[src/rtl/ssd_sched_if.sv]
// Bus between the display scheduler and its requesters: request/load/blink
// controls in, grant and seven-segment driver word/enable out.
interface ssd_sched_if #(
    parameter int N_SRC = 3
);
    logic [N_SRC-1:0]    REQ;
    logic [N_SRC-1:0]    LOAD;
    logic [16*N_SRC-1:0] WORDS;
    logic [N_SRC-1:0]    BLINK;
    logic                HOLD;
    logic [N_SRC-1:0]    GNT;
    logic [15:0]         WORD;
    logic                EN;

    modport master (
        output REQ, LOAD, WORDS, BLINK, HOLD,
        input  GNT, WORD, EN
    );

    modport slave (
        input  REQ, LOAD, WORDS, BLINK, HOLD,
        output GNT, WORD, EN
    );
endinterface

[src/rtl/ssd_sched.sv]
// Round-robin scheduler sharing one 4-digit seven-segment display between
// N_SRC requesters, with per-source word buffers, dwell timer, hold and blink.
module ssd_sched #(
    parameter int N_SRC      = 3,
    parameter int DWELL      = 12_000_000,
    parameter int BLINK_HALF = 6_000_000
) (
    input logic       CLK,
    input logic       RST,
    ssd_sched_if.slave bus
);
    localparam int IW = (N_SRC > 1) ? $clog2(N_SRC) : 1;
    localparam int DW = $clog2(DWELL);
    localparam int BW = (BLINK_HALF > 1) ? $clog2(BLINK_HALF) : 1;

    typedef enum logic {IDLE, SHOW} state_t;

    state_t          state_q, state_d;
    logic [IW-1:0]   idx_q, idx_d;
    logic [DW-1:0]   dwell_q, dwell_d;
    logic [BW-1:0]   blink_q;
    logic            phase_q;
    logic [15:0]     buf_q [N_SRC];

    logic [IW-1:0]   base;
    logic [IW-1:0]   rr_idx;
    logic            rr_found;
    logic [N_SRC-1:0] gnt_d;
    logic            en_d;

    // Search g+1 .. g (wrapping); from IDLE the base is the top index so the
    // search starts at 0 and yields the lowest active requester.
    always_comb begin
        base     = (state_q == IDLE) ? IW'(N_SRC - 1) : idx_q;
        rr_idx   = base;
        rr_found = 1'b0;
        for (int k = 1; k <= N_SRC; k++) begin
            if (!rr_found && bus.REQ[(int'(base) + k) % N_SRC]) begin
                rr_found = 1'b1;
                rr_idx   = IW'((int'(base) + k) % N_SRC);
            end
        end
    end

    // NOTE: every signal gets a default before the case so no path leaves it
    // unassigned; otherwise synthesis infers a latch.
    always_comb begin
        state_d = state_q;
        idx_d   = idx_q;
        dwell_d = dwell_q;
        unique case (state_q)
            IDLE: begin
                if (rr_found) begin
                    state_d = SHOW;
                    idx_d   = rr_idx;
                    dwell_d = '0;
                end
            end
            SHOW: begin
                if (!bus.REQ[idx_q]) begin
                    dwell_d = '0;
                    if (rr_found) idx_d = rr_idx;
                    else          state_d = IDLE;
                end else if (dwell_q == DW'(DWELL - 1)) begin
                    // Held at expiry: dwell saturates until HOLD drops.
                    if (!bus.HOLD) begin
                        idx_d   = rr_idx;
                        dwell_d = '0;
                    end
                end else begin
                    dwell_d = dwell_q + DW'(1);
                end
            end
            default: state_d = IDLE;
        endcase

        gnt_d = '0;
        if (state_d == SHOW) gnt_d[idx_d] = 1'b1;
        en_d = (state_d == SHOW) && !(bus.BLINK[idx_d] && phase_q);
    end

    // NOTE: sequential state uses non-blocking assignments so every register
    // samples pre-edge values regardless of statement order.
    always_ff @(posedge CLK or posedge RST) begin
        if (RST) begin
            state_q  <= IDLE;
            idx_q    <= '0;
            dwell_q  <= '0;
            blink_q  <= '0;
            phase_q  <= 1'b0;
            bus.GNT  <= '0;
            bus.WORD <= '0;
            bus.EN   <= 1'b0;
        end else begin
            state_q <= state_d;
            idx_q   <= idx_d;
            dwell_q <= dwell_d;
            if (blink_q == BW'(BLINK_HALF - 1)) begin
                blink_q <= '0;
                phase_q <= ~phase_q;
            end else begin
                blink_q <= blink_q + BW'(1);
            end
            bus.GNT <= gnt_d;
            bus.EN  <= en_d;
            if (state_q == SHOW) bus.WORD <= buf_q[idx_q];
        end
    end

    // NOTE: the source buffers are small register arrays that must read as
    // zero after reset, so they carry the async reset unlike a RAM would.
    always_ff @(posedge CLK or posedge RST) begin
        if (RST) begin
            for (int i = 0; i < N_SRC; i++) buf_q[i] <= '0;
        end else begin
            for (int i = 0; i < N_SRC; i++)
                if (bus.LOAD[i]) buf_q[i] <= bus.WORDS[16*i +: 16];
        end
    end
endmodule

[src/flat_wrapper.sv]
// flat-port wrapper written by rule: the top's interface ports become plain ports
module ssd_sched_flat 
#(
    parameter int N_SRC      = 3,
    parameter int DWELL      = 12_000_000,
    parameter int BLINK_HALF = 6_000_000
)
  (CLK, RST, bus_REQ, bus_LOAD, bus_WORDS, bus_BLINK, bus_HOLD, bus_GNT, bus_WORD, bus_EN);
  ssd_sched_if #(.N_SRC(N_SRC)) bus_i ();
  input logic CLK;
  input logic RST;
  input wire logic [$bits(bus_i.REQ)-1:0] bus_REQ;
  input wire logic [$bits(bus_i.LOAD)-1:0] bus_LOAD;
  input wire logic [$bits(bus_i.WORDS)-1:0] bus_WORDS;
  input wire logic [$bits(bus_i.BLINK)-1:0] bus_BLINK;
  input wire logic [$bits(bus_i.HOLD)-1:0] bus_HOLD;
  output wire logic [$bits(bus_i.GNT)-1:0] bus_GNT;
  output wire logic [$bits(bus_i.WORD)-1:0] bus_WORD;
  output wire logic [$bits(bus_i.EN)-1:0] bus_EN;
  assign bus_i.REQ = bus_REQ;
  assign bus_i.LOAD = bus_LOAD;
  assign bus_i.WORDS = bus_WORDS;
  assign bus_i.BLINK = bus_BLINK;
  assign bus_i.HOLD = bus_HOLD;
  assign bus_GNT = bus_i.GNT;
  assign bus_WORD = bus_i.WORD;
  assign bus_EN = bus_i.EN;
  ssd_sched #(.N_SRC(N_SRC), .DWELL(DWELL), .BLINK_HALF(BLINK_HALF)) u_core (.CLK(CLK), .RST(RST), .bus(bus_i));
endmodule
[config.mk]
export PLATFORM = sky130hd
export DESIGN_NAME = ssd_sched_flat
export DESIGN_NICKNAME = d
export VERILOG_FILES = /design/src/rtl/ssd_sched_if.sv /design/src/rtl/ssd_sched.sv /design/src/flat_wrapper.sv
export SDC_FILE = /design/constraint.sdc
export NUM_CORES = 1
export LEC_CHECK = 0
export ABC_AREA = 1
export BUFFER_PORTS_ARGS = -buffer_cell sky130_fd_sc_hd__buf_2
export CORE_ASPECT_RATIO = 1.5
export CORE_MARGIN = 4
export CORE_UTILIZATION = 62
export DETAILED_ROUTE_END_ITERATION = 10
export GPL_TIMING_DRIVEN = 0
export PLACE_DENSITY = 0.9
export SLEW_MARGIN = 5
export SYNTH_ARGS = -nofsm -noshare
export SYNTH_HDL_FRONTEND = slang
export SYNTH_SLANG_ARGS = --single-unit
[constraint.sdc]
create_clock -name CLK -period 7.1 [get_ports CLK]
set_clock_uncertainty 0.1 [all_clocks]
set_input_delay 1.065 -clock CLK [delete_from_list [all_inputs] [get_ports CLK]]
set_output_delay 1.065 -clock CLK [all_outputs]
set_load 0.02 [all_outputs]
Word level (Yosys, flattened, before mapping)
Index checks and enable logic that the tools add are counted.
{"block": "totals", "register_bits": 119, "output_inout_bits": 20, "word_cells": 82}
{"block": "op_classes", "add_sub_neg": 5, "n_div": 3, "order_cmp": 7, "n_eq_ne": 4, "n_mux": 40, "bitwise": 3, "n_reduce_logical": 9}
{"cell": "32-bit by 4-bit less-than comparator with 1-bit output (second input constant)", "n": 3}
{"cell": "32-bit by 3-bit remainder unit with 32-bit output (second input constant)", "n": 3}
{"cell": "24-bit two-way mux", "n": 4}
{"cell": "24-bit one-hot mux with 2 select lines", "n": 1}
{"cell": "16-bit binary-select mux with 2-bit select", "n": 1}
{"cell": "16-bit two-way mux", "n": 2}
{"cell": "24-bit by 1-bit adder with 24-bit output (second input constant)", "n": 1}
{"cell": "24-bit == test (second input constant)", "n": 1}
{"cell": "23-bit by 1-bit adder with 23-bit output (second input constant)", "n": 1}
{"cell": "23-bit == test (second input constant)", "n": 1}
{"cell": "23-bit two-way mux", "n": 1}
{"cell": "2-bit two-way mux", "n": 8}
{"cell": "1-bit two-way mux", "n": 14}
{"cell": "1-bit binary-select mux with 2-bit select", "n": 5}
{"cell": "2-bit by 2-bit adder with 3-bit output (second input constant)", "n": 2}
{"cell": "2-bit by 3-bit less-than comparator with 1-bit output (second input constant)", "n": 2}
{"cell": "1-bit logical AND", "n": 5}
{"cell": "4-bit != test (second input constant)", "n": 1}
{"cell": "2-bit one-hot mux with 2 select lines", "n": 1}
{"cell": "2-bit by 1-bit adder with 3-bit output (second input constant)", "n": 1}
{"cell": "3-bit >= comparator (second input constant)", "n": 1}
{"cell": "1-bit zero test", "n": 3}
{"cell": "3-bit two-way mux", "n": 1}
{"cell": "2-bit NOT with 3-bit output", "n": 1}
{"cell": "other kinds (6)", "n": 7}

Logic depth before layout (Yosys ltp)
Gate-level depths: netlist of run 1.
{"block": "depth", "depth_word": 22, "mapped_depth": 21, "ltp_nobuf": 20}

Worst setup path after synthesis of run 1
Ideal clock, no wire load.
{"block": "synth_timing", "path_type": "register to register", "start": "reg u_core.state_q", "end": "reg u_core.bus.EN", "setup_time_ns": 0.126, "t_arrival_ns": 2.387, "t_required_ns": 6.874, "path_slack_ns": 4.487, "path_stages_with_launch": 21, "cell_sequence": "dfrtp_1 > buf_4 > nand2_2 > buf_1 > ha_1 > inv_1 > nand2_1 > nand2_1 > nand2_1 > nand2_2 > nand2_2 > nor2_1 > nand2_1 > nand2_1 > nand2_1 > nand2_1 > nand2_1 > nand2_1 > nand3_1 > nand2_1 > a21oi_1"}
{"block": "synth_between", "elab_chain_len": 22, "word_cells_on_any_way": 40, "cone_classes": "add/sub (3); div (3); mux (26); bitwise (1); reduce/logical (7)"}
{"element": "start, declared", "line": "ssd_sched.sv:18", "source": "state_t state_q, state_d;"}
{"element": "start signal, assigned", "line": "ssd_sched.sv:95", "source": "state_q <= state_d;"}
{"element": "2-bit two-way mux", "line": "ssd_sched.sv:34", "source": "base = (state_q == IDLE) ? IW'(N_SRC - 1) : idx_q;"}
{"element": "2-bit by 1-bit adder with 3-bit output", "line": "ssd_sched.sv:38, ssd_sched.sv:40"}
{"element": "32-bit by 3-bit remainder unit with 32-bit output", "line": "ssd_sched.sv:38, ssd_sched.sv:40"}
{"element": "1-bit binary-select mux with 2-bit select", "line": "ssd_sched.sv:38", "source": "if (!rr_found && bus.REQ[(int'(base) + k) % N_SRC]) begin"}
{"element": "1-bit two-way mux (not written as such) (2 in a row)", "line": "ssd_sched.sv:38"}
{"element": "1-bit two-way mux", "line": "ssd_sched.sv:38"}
{"element": "1-bit zero test", "line": "ssd_sched.sv:38"}
{"element": "1-bit logical AND", "line": "ssd_sched.sv:38"}
{"element": "(+6 left out)"}
{"element": "2-bit two-way mux", "line": "ssd_sched.sv:60", "source": "if (!bus.REQ[idx_q]) begin"}
{"element": "2-bit one-hot mux with 2 select lines", "line": "ssd_sched.sv:51", "source": "unique case (state_q)"}
{"element": "1-bit binary-select mux with 2-bit select", "line": "ssd_sched.sv:79", "source": "en_d = (state_d == SHOW) && !(bus.BLINK[idx_d] && phase_q);"}
{"element": "1-bit two-way mux (not written as such)", "line": "ssd_sched.sv:79"}
{"element": "1-bit logical AND", "line": "ssd_sched.sv:79"}
{"element": "1-bit zero test", "line": "ssd_sched.sv:79"}
{"element": "1-bit logical AND (*)", "line": "ssd_sched.sv:79"}
{"element": "named net u_core.en_d", "line": "ssd_sched.sv:29", "source": "logic en_d;"}
{"element": "end signal, assigned", "line": "ssd_sched.sv:105", "source": "bus.EN <= en_d;"}
{"element": "end, declared", "line": "ssd_sched_if.sv:22", "source": "output GNT, WORD, EN"}
The timed path passes the listed nets; every way through them passes the cells marked *. The select of a mux whose other input is x is not followed.
A chain may end at the register's enable or synchronous reset.

Final worst setup path of run 1
{"block": "layout_timing", "start": "reg u_core.idx_q[1]", "end": "reg u_core.dwell_q[8]"}
{"block": "layout_between", "elab_chain_len": 15, "word_cells_on_any_way": 30, "cone_classes": "add/sub (3); div (3); eq/ne (2); mux (17); reduce/logical (5)"}
{"element": "start, declared", "line": "ssd_sched.sv:19", "source": "logic [IW-1:0] idx_q, idx_d;"}
{"element": "start signal, assigned", "line": "ssd_sched.sv:96", "source": "idx_q <= idx_d;"}
{"element": "2-bit two-way mux", "line": "ssd_sched.sv:34"}
{"element": "2-bit by 1-bit adder with 3-bit output", "line": "ssd_sched.sv:38"}
{"element": "32-bit by 3-bit remainder unit with 32-bit output", "line": "ssd_sched.sv:38"}
{"element": "1-bit binary-select mux with 2-bit select", "line": "ssd_sched.sv:38"}
{"element": "1-bit two-way mux (not written as such) (2 in a row)", "line": "ssd_sched.sv:38"}
{"element": "1-bit two-way mux", "line": "ssd_sched.sv:38"}
{"element": "1-bit zero test", "line": "ssd_sched.sv:38"}
{"element": "1-bit logical AND", "line": "ssd_sched.sv:38"}
{"element": "1-bit two-way mux", "line": "ssd_sched.sv:38"}
{"element": "1-bit zero test", "line": "ssd_sched.sv:38"}
{"element": "1-bit logical AND", "line": "ssd_sched.sv:38"}
{"element": "1-bit two-way mux", "line": "ssd_sched.sv:38"}
{"element": "2-bit by 1-bit != test with 1-bit output (no source line)"}
{"element": "2-bit AND reduction (no source line)"}
{"element": "end signal, assigned", "line": "ssd_sched.sv:97", "source": "dwell_q <= dwell_d;"}
{"element": "end, declared", "line": "ssd_sched.sv:20", "source": "logic [DW-1:0] dwell_q, dwell_d;"}
Several ways; a longest one is shown, not always the timed one. The select of a mux whose other input is x is not followed.

==> impl_metrics.ini, run 1 <==
[pwr]
p_leak_nw = 3.368
share_seq_of_total_power_pct = 32.4
pwr-share-comb_pct = 34.3
ir_drop_mv = 0.2864
intPower_mw = 1.534
p_switching_mw = 1.018
power_frac_clock_pct = 33.3
power.density_nw_per_um2 = 357.5
swShare_pct = 39.89
power_mw = 2.552

[global_route]
grt_max_degree = 74
grt_pass1_vias = 5743
gr-usage-all-layers_pct = 30.14
antenna_found_initial = 1
grt_pass1_wl_um = 26600
overflow = 0

[worst_setup_path]
worstPathRequired_ns = 7.30
cp-start-kind = register
worst-setup-path-type = reg -> reg
timing.critical_path.from = u_core.idx_q[1]$_DFF_PP0_
crit_family = buffers and inverters
cp_max_fo = 10
crit_top_cell = nand2_1
r2r-start = u_core.idx_q[1]$_DFF_PP0_
worstSetupEndpointType = register
crit_chain = inv_2 > nand2_2 > buf_1 > ha_1 > inv_1 > nand2_1 > nand2_1 > nand2_1 > nand2_2 > nand3_4 > o22ai_4 > buf_2 > o21ai_0 > nand2_1 > nor2_1
cp.arrival_ns = 3.52
critical_path_buf_inv_count = 4
critPathSlowestCell = dfrtp_1
critPathMaxStageDelay_ns = 0.52

[cts]
path_clk_slew_ns = 0.06
cts_hold_buf = 0
clkSinkCount = 119
ctsHtreeMaxLevel = 4
numCtsBuffers = 17
cts_setup_buffers = 0
postCtsResizedCells = 0
cts_tree = built
clockBufferDepth = 2
insertion_delay_ns = 0.42
clockRootBuffer = clkbuf_16

[timing]
rsz0062_at_grt = no
relSlewSlack_pct = 49.63
worstMarginPinSlew_ns = 0.7493
setup_slack_ns = 3.782
finalCritPeriodShare_pct = 46.73
hold-worst-slack_ns = 0.3788
max_freq_mhz = 301.4
tns_ns = 0
setup_viol = 0
drv_slew = 0
min_period_ns = 3.318
hold_violations = 0

[floorplan]
initial_core_util_pct = 64.14
dieArea_um2 = 11360
fp-row-count = 43
io-pin-count = 80
die_w_um = 88.35
die_y_um = 128.5
core_um2 = 9361

[logic_synthesis]
synth_area_per_cell_um2 = 8.351
synth_edf_count = 0
synth_area_leaders = dfrtp_1 50%, nand2_1 8.8%, inv_1 6.0%, o21ai_0 5.2%, a21oi_1 3.4%
ys_types = 42
syn_area_um2 = 6005
ys_warn_count = 0
ys_async_sr_fraction_pct = 100.0
ys_seq_area_share_pct = 49.59
synth_top_area_share_pct = 49.59
yosysTopAreaCell = dfrtp_1
synth_ff_type = dfrtp_1
synth_cells = 719
ys_ff_latch = 119
syn-num-nets = 782

[worst_hold_path]
min-delay-path-class = reg -> reg
hp-start = u_core.phase_q$_DFFE_PP0N_

[finish]
area_growth_pct = 18.90
fillers = 662
fin_util_pct = 76.26
multiInputGateArea_um2 = 2539
layout_common_cells = 140 x nand2_1, 119 x dfrtp_1, 95 x inv_1, 77 x buf_2, 62 x o21ai_0
drive_gt1_share_pct = 20.17
finalNetCount = 878
final_common_cell = nand2_1
insertedDiodeCount = 0
regArea_um2 = 2978

[drt]
via_count = 5585
drtAntennaViolNets = 0
drt-total-wl_um = 15990
first_pass_iters = 5
viasPerCell = 5.941
avgRoutedWirePerCell_um = 17.01
drc_errors = 0
first_iter_violations = 416

[place]
dp_slack_ns = 3.869
place_congestion = 0.9088
dp_hpwl_um = 11380
io_buffers = 76

[run]
maxCapViolCount = 0

[outcome]
outcome = finished clean
-- registers in the layout (all words and copies together) (netlist names) --
signal           cells
u_core.bus.GNT       3
u_core.phase_q       1
u_core.bus.EN        1
u_core.state_q       1
u_core.idx_q         2
u_core.dwell_q      24
u_core.buf_q        48
u_core.blink_q      23
u_core.bus.WORD     16
-- power by group through the flow --
| stage | logic (mW) | clock network, mW | registers, mW |
|---|---|---|---|
| after detailed placement | 0.847 | 0 | 0.834 |
| after CTS | 0.872 | 0.852 | 0.825 |
| after global placement | 0.815 | 0 | 0.830 |
| final | 0.876 | 0.849 | 0.827 |
| after floorplan | 0.554 | 0 | 0.883 |
| after global routing | 0.974 | 0.890 | 0.833 |
-- path summary, 6_finish.rpt --
path                            slack [ns]                             to  depth (start not counted)
worst min register to register        0.38        u_core.bus.EN$_DFF_PP0_                          1
min in group asynchronous             0.57   u_core.buf_q[28]$_DFFE_PP0P_                          2
worst max register to register        3.78  u_core.dwell_q[8]$_DFFE_PP0P_                         15
worst max-delay path                  3.78  u_core.dwell_q[8]$_DFFE_PP0P_                         15
max in group asynchronous             5.65    u_core.bus.GNT[2]$_DFF_PP0_                          3
worst min-delay path                  0.38        u_core.bus.EN$_DFF_PP0_                          1
-- cell families after synthesis --
kind of cell | after synthesis | synth area share, %
compound gates | 147 | 14.23
xor+xnor | 13 | 1.896
fa+ha+maj | 3 | 0.6252
buf+inv | 127 | 8.127
flops | 119 | 49.59
mux | 18 | 3.376
simple gates | 292 | 22.15
-- Yosys cell counts, drive strengths merged, types with 2 or more instances --
master and n:
a211oi 2, a21oi 41, a31oi 7, buf 6, clkbuf 15, dfrtp 119, ha 3, inv 106
mux2 18, nand2 149, nand3 33, nand4 18, nor2 59, nor3 24, nor4 7, o21a 4
o21ai 69, o22ai 2, o311ai 11, o32ai 2, o41ai 5, xnor2 2, xor2 11
-- metrics by stage --
stage | cell area, µm² | cells
after floorplan | 6005 | 719
after global placement | 6525 | 907
after detailed placement | 6558 | 908
after CTS | 7139 | 940
after global routing | 7139 | 940
final | 7139 | 940
-- cell type report --
cell class,instances,share of cell area (%)
Sequential cell,119,41.71
Clock inverter,15,2.191
Timing Repair Buffer,77,5.713
Inverter,106,5.678
Buffer,21,1.227
Multi-Input combinational cell,473,35.56
Clock buffer,17,5.959
Tap cell,112,1.963
-- per-layer routing --
metal  global-route usage (%)  wire [µm]
met1                    35.71       6120
met3                    7.816        996
met5                        0         11
met2                    49.41       8158
met4                    16.55        708
Power figures use the tool's default switching activity.
==> run 2: changes to the inputs <==
--- a/config.mk
+++ b/config.mk
@@ -5,14 +5,14 @@
 export SDC_FILE = /design/constraint.sdc
 export NUM_CORES = 1
 export LEC_CHECK = 0
-export ABC_AREA = 1
+export ABC_AREA = 0
 export BUFFER_PORTS_ARGS = -buffer_cell sky130_fd_sc_hd__buf_2
 export CORE_ASPECT_RATIO = 1.5
 export CORE_MARGIN = 4
-export CORE_UTILIZATION = 62
+export CORE_UTILIZATION = 57
 export DETAILED_ROUTE_END_ITERATION = 10
 export GPL_TIMING_DRIVEN = 0
-export PLACE_DENSITY = 0.9
+export PLACE_DENSITY = 0.84
 export SLEW_MARGIN = 5
 export SYNTH_ARGS = -nofsm -noshare
 export SYNTH_HDL_FRONTEND = slang
==> constraint.sdc (replaced) <==
create_clock -name CLK -period 3.4 [get_ports CLK]
set_clock_uncertainty 0.1 [all_clocks]
set_input_delay 0.51 -clock CLK [delete_from_list [all_inputs] [get_ports CLK]]
set_output_delay 0.51 -clock CLK [all_outputs]
set_load 0.02 [all_outputs]
==> run 2 against run 1 <==
Effect of this change:
- the run now ends with negative setup slack left
- sequential power is 110% higher
- register-to-register slack worse by 3.8 ns
- hold slack worse by 0.16 ns
- setup slack worse by 3.8 ns
- via count is 17% lower
- critical path depth is 2 lower
- clock power is 110% higher
- fmax is 2.5% lower
- final cell count is 18% lower
- synthesized cell count is 25% lower
- largest cell class unchanged
==> impl_metrics.ini, run 2 <==
[cts]
clockRootBuffer = clkbuf_16
insertion_delay_ns = 0.41
numCtsBuffers = 17
path_clk_slew_ns = 0.06
clkSinkCount = 119
clockBufferDepth = 2
cts_tree = built
ctsHtreeMaxLevel = 4

[global_route]
grt_pass1_wl_um = 22650
gr-usage-all-layers_pct = 24.01
grt_max_degree = 42
grt.busiest_layer = met2
use_met2_pct = 43.40
met3_usage_pct = 7.675
antenna_found_initial = 0
overflow = 0
grt_pass1_vias = 4901
use_met1_pct = 25.81

[logic_synthesis]
synth.most_common_cell = dfrtp_1
ys_async_sr_fraction_pct = 100.0
ys_seq_area_share_pct = 52.16
synth_edf_count = 0
synth_top_area_share_pct = 52.16
ys_ff_latch = 119
synth_area_per_cell_um2 = 10.59
ys_warn_count = 0
synth.top_cells.by_count = 119 x dfrtp_1, 68 x nor2_1, 50 x mux2_2
synth_ff_type = dfrtp_1
ys_types = 57
syn-num-nets = 602
yosysTopAreaCell = dfrtp_1
syn_area_um2 = 5709
synth_cells = 539
synth_area_leaders = dfrtp_1 52%, mux2_2 9.9%, nor2_1 4.5%, a21oi_1 4.1%, mux2i_1 3.2%

[floorplan]
fp-row-count = 44
initial_core_util_pct = 58.59
die_w_um = 89.72
core_um2 = 9744
dieArea_um2 = 11710
io-pin-count = 80
die_y_um = 130.6

[drt]
viasPerCell = 6.035
via_count = 4653
avgRoutedWirePerCell_um = 17.69
first_pass_iters = 5
drc_errors = 0
drtAntennaViolNets = 0
first_iter_violations = 351
drt-total-wl_um = 13640

[timing]
relSlewSlack_pct = 26.31
hold-worst-slack_ns = 0.2222
max_freq_mhz = 293.8
min_period_ns = 3.404
setup_slack_ns = -0.003653
hold_violations = 0
setup_viol = 1
finalCritPeriodShare_pct = 100.1
drv_slew = 0
worstMarginPinSlew_ns = 1.103

[worst_setup_path]
worstSetupEndpointType = register
worstPathRequired_ns = 3.56
worst-setup-path-type = reg -> reg
crit_chain = buf_6 > clkbuf_16 > and2_1 > inv_2 > ha_4 > mux2i_4 > mux2i_2 > or4_4 > buf_6 > o22ai_1 > a31oi_1 > a2111oi_0 > a211oi_2
critPathSlowestCell = a2111oi_0
critPathMaxStageDelay_ns = 0.65
crit_top_cell = buf_6
cp_max_fo = 10
cp.arrival_ns = 3.57
cp-start-kind = register

[finish]
finalNetCount = 707
reg_top3 = u_core.buf_q (48), u_core.dwell_q (24), u_core.blink_q (23)
drive_gt1_share_pct = 30.49
area_growth_pct = 23.84
layout_common_cells = 118 x dfrtp_1, 78 x buf_2, 67 x nor2_1, 50 x mux2_2, 44 x a21oi_1
final_common_cell = dfrtp_1
largest_reg_flops = 48
final_area_um2 = 7071
insertedDiodeCount = 0
regMostFlops = u_core.buf_q

[place]
place_congestion = 0.8973
dp_hpwl_um = 9186
placed_area_um2 = 6299
io_buffers = 76

[worst_hold_path]
min-delay-path-class = in -> reg

[pwr]
p_leak_nw = 3.137
power.density_nw_per_um2 = 749.1
ir_drop_mv = 0.4777

[outcome]
violations = negative setup slack
outcome = finished with violations

[run]
maxCapViolCount = 0
## run 2: worst paths after layout
| path | start | to | slack, ns | cells after the start |
|---|---|---|---|---|
| max | u_core.state_q$_DFF_PP0_ | u_core.bus.EN$_DFF_PP0_ | -0.004 | 13 |
| min | bus_WORDS[6] | u_core.buf_q[38]$_DFFE_PP0P_ | 0.22 | 2 |
| max reg2reg | u_core.state_q$_DFF_PP0_ | u_core.bus.EN$_DFF_PP0_ | -0.004 | 13 |
| min reg2reg | u_core.blink_q[6]$_DFF_PP0_ | u_core.blink_q[6]$_DFF_PP0_ | 0.37 | 1 |
| max in group asynchronous | RST | u_core.buf_q[35]$_DFFE_PP0P_ | 2.06 | 5 |
| min in group asynchronous | RST | u_core.idx_q[0]$_DFF_PP0_ | 0.45 | 3 |
## run 2: area by class of cell
type,count,area (µm²)
plain buffers,24,165.2
clock buffers,19,452.9
clock inverters,12,151.4
fillers,642,2674
inverters,17,67.56
multi-input cells,376,2597
flip-flops and latches,119,2979
well taps,115,143.9
repair buffers,89,513.0
## run 2: logic make-up after synthesis
kind of cell / Yosys count / share of synthesized area, %
compound gates: 87 / 9.029
xor+xnor: 29 / 4.449
fa+ha+maj: 3 / 0.6575
buf+inv: 44 / 3.484
flops: 119 / 52.16
mux: 69 / 13.26
simple gates: 188 / 16.96
## run 2: report_power, final
group,internal (mW),switching (mW)
sequential,1.62,0.134
combinational,0.709,1.01
clock,1.18,0.641
total,3.51,1.78
## run 2: layer usage
layer	routed length (µm)	part of all wire, %
met2	7357	54
met4	346	2.5
met3	927	6.8
met5	0	0
met1	5007	37
## run 2: critical path: cells and delay by family (launching register included)
kind / cells / cell delay, ns
AND/OR/NAND/NOR: 2 / 0.59
adder cells (fa/ha/maj): 1 / 0.30
buffers and inverters: 4 / 0.48
flip-flops: 1 / 0.33
multiplexers: 2 / 0.38
AO/OA/AOI/OAI: 4 / 1.07
## run 2: per-stage QoR
stage	utilization [%]	setup WS, ns	power (mW)	std cells	TNS [ns]
CTS	71.82	0.005515	5.242	767	0
global route	72.56	-0.03719	5.547	771	-0.05572
detailed placement	64.64	-0.6635	3.299	733	-14.08
finish	72.56	-0.003653	5.297	771	-0.003653
global placement	64.02	-0.5090	3.234	730	-10.43
floorplan	-	0.008055	2.864	539	0
## run 2: what timing repair did
action                     in CTS  in global routing
gates resized for setup        17                 13
cloned                          0                  2
hold buffers                    1                  0
setup endpoints to repair      29                 29
hold endpoints to repair        3                  0
buffers inserted                3                  4
pin swaps                       2                  4
==> run 3: changes to the inputs <==
--- a/config.mk
+++ b/config.mk
@@ -8,10 +8,9 @@
 export ABC_AREA = 0
 export BUFFER_PORTS_ARGS = -buffer_cell sky130_fd_sc_hd__buf_2
 export CORE_ASPECT_RATIO = 1.5
-export CORE_MARGIN = 4
+export CORE_MARGIN = 2
 export CORE_UTILIZATION = 57
 export DETAILED_ROUTE_END_ITERATION = 10
-export GPL_TIMING_DRIVEN = 0
 export PLACE_DENSITY = 0.84
 export SLEW_MARGIN = 5
 export SYNTH_ARGS = -nofsm -noshare
==> constraint.sdc (replaced) <==
create_clock -name CLK -period 3.4 [get_ports CLK]
set_clock_uncertainty 0.1 [all_clocks]
set_input_delay 0.17 -clock CLK [delete_from_list [all_inputs] [get_ports CLK]]
set_output_delay 0.17 -clock CLK [all_outputs]
set_load 0.02 [all_outputs]
==> run 3 against run 2 <==
Effect of this change:
- the run still ends with negative setup slack left
- via count grew 11%
- critical endpoint is now u_core.dwell_q[17]$_DFFE_PP0P_
- final cell count increased by 3.9%
- utilization up 4.1 points
- global-route usage is 9.9 points higher
- die area fell by 7.4%
==> impl_metrics.ini, run 3 (synthesized netlist as in run 2, its figures left out) <==
[outcome]
outcome = finished with violations
violations = negative setup slack

[cts]
clockRootBuffer = clkbuf_16
insertion_delay_ns = 0.41
clkSinkCount = 119
cts_tree = built
clockBufferDepth = 2
ctsHtreeMaxLevel = 4
path_clk_slew_ns = 0.05
numCtsBuffers = 17

[worst_hold_path]
min-delay-path-class = in -> reg

[finish]
insertedDiodeCount = 0
drive_gt1_share_pct = 27.99
area_growth_pct = 30.05
layout_common_cells = 118 x dfrtp_1, 79 x buf_2, 68 x nor2_1, 50 x mux2_2, 49 x dlygate4sd3_1
reg_top3 = u_core.buf_q (48), u_core.dwell_q (24), u_core.blink_q (23)
regMostFlops = u_core.buf_q
layoutNonFillerInstCount = 801
fin_util_pct = 76.63
largest_reg_flops = 48
final_common_cell = dfrtp_1
finalNetCount = 738
final_area_um2 = 7425

[place]
place_congestion = 0.8509
io_buffers = 79
dp_slack_ns = -0.008835
dp_cells = 721
dp_hpwl_um = 8918
placed_area_um2 = 6230

[timing]
max_freq_mhz = 291.7
hold_violations = 0
setup_viol = 3
min_period_ns = 3.428
relSlewSlack_pct = 35.25
tns_ns = -0.04419
drv_slew = 0
finalCritPeriodShare_pct = 100.8
setup_slack_ns = -0.02763
worstMarginPinSlew_ns = 0.9692
hold-worst-slack_ns = 0.01396

[pwr]
power.density_nw_per_um2 = 754.5
ir_drop_mv = 0.5742
p_leak_nw = 3.313
power_mw = 5.602

[worst_setup_path]
cp.arrival_ns = 3.66
cp_max_fo = 11
worstPathRequired_ns = 3.63
cp-start-kind = register
worst-setup-path-type = reg -> reg
worstSetupEndpointType = register

[global_route]
grt_pass1_vias = 5475
grt_max_degree = 44
grt_pass1_wl_um = 28170
overflow = 0
antenna_found_initial = 0
gr-usage-all-layers_pct = 33.93

[drt]
avgRoutedWirePerCell_um = 21.86
via_count = 5150
viasPerCell = 6.429
first_iter_violations = 657
drc_errors = 0
drtAntennaViolNets = 0
drt-total-wl_um = 17510
first_pass_iters = 7

[floorplan]
initial_core_util_pct = 58.92
fp-row-count = 44
die_w_um = 85.72
dieArea_um2 = 10850
die_y_um = 126.6
core_um2 = 9689
io-pin-count = 80

[run]
maxCapViolCount = 0
run 3: what timing repair did:
item	in CTS	in global routing
endpoints found under the hold margin	88	0
gates resized for setup	3	9
endpoints found under the setup margin	5	19
hold buffers	49	0
buffers inserted	0	1
run 3: where the power goes:
group / switching, mW / leakage [nW] / total [mW] / internal, mW
combinational: 1.14 / 1.51 / 1.84 / 0.702
clock: 0.643 / 0.315 / 1.99 / 1.35
sequential: 0.144 / 1.49 / 1.77 / 1.62
total: 1.93 / 3.31 / 5.60 / 3.67
run 3: worst paths after layout:
path,from,endpoint,slack [ns],depth (start not counted)
max,u_core.state_q$_DFF_PP0_,u_core.dwell_q[17]$_DFFE_PP0P_,-0.03,12
min,bus_BLINK[2],u_core.bus.EN$_DFF_PP0_,0.01,3
max reg2reg,u_core.state_q$_DFF_PP0_,u_core.dwell_q[17]$_DFFE_PP0P_,-0.03,12
min reg2reg,u_core.blink_q[12]$_DFF_PP0_,u_core.blink_q[12]$_DFF_PP0_,0.40,1
max in group asynchronous,RST,u_core.state_q$_DFF_PP0_,1.89,4
min in group asynchronous,RST,u_core.blink_q[22]$_DFF_PP0_,0.40,3
run 3: cell type report:
type                       instances  area (µm²)
tap                              115       143.9
inverter                          17       67.56
fill                             530        2265
clock inverter                     9       172.7
sequential                       119        2979
clock buffer                      21       470.5
multi-input combinational        376        2585
timing repair buffer             144        1006
run 3: layer usage:
metal  vias up  global-route usage [%]  wire length [µm]
li1       2189                       -                 -
met1      2501                   39.05              6213
met4         0                   20.73              1049
met2       346                   56.53              8882
met3       114                   8.198              1367
met5         -                       0                 0
run 3: worst max-delay path: stages, from the launching register on:
cell      delay (ns)
dfrtp_2         0.44
inv_1           0.10
nor2_1          0.24
inv_1           0.14
ha_4            0.27
nand2b_1        0.19
a21oi_1         0.28
or4_4           0.22
nor3_4          0.05
or4_4           0.60
buf_4           0.20
or3_1           0.34
a21oi_1         0.17
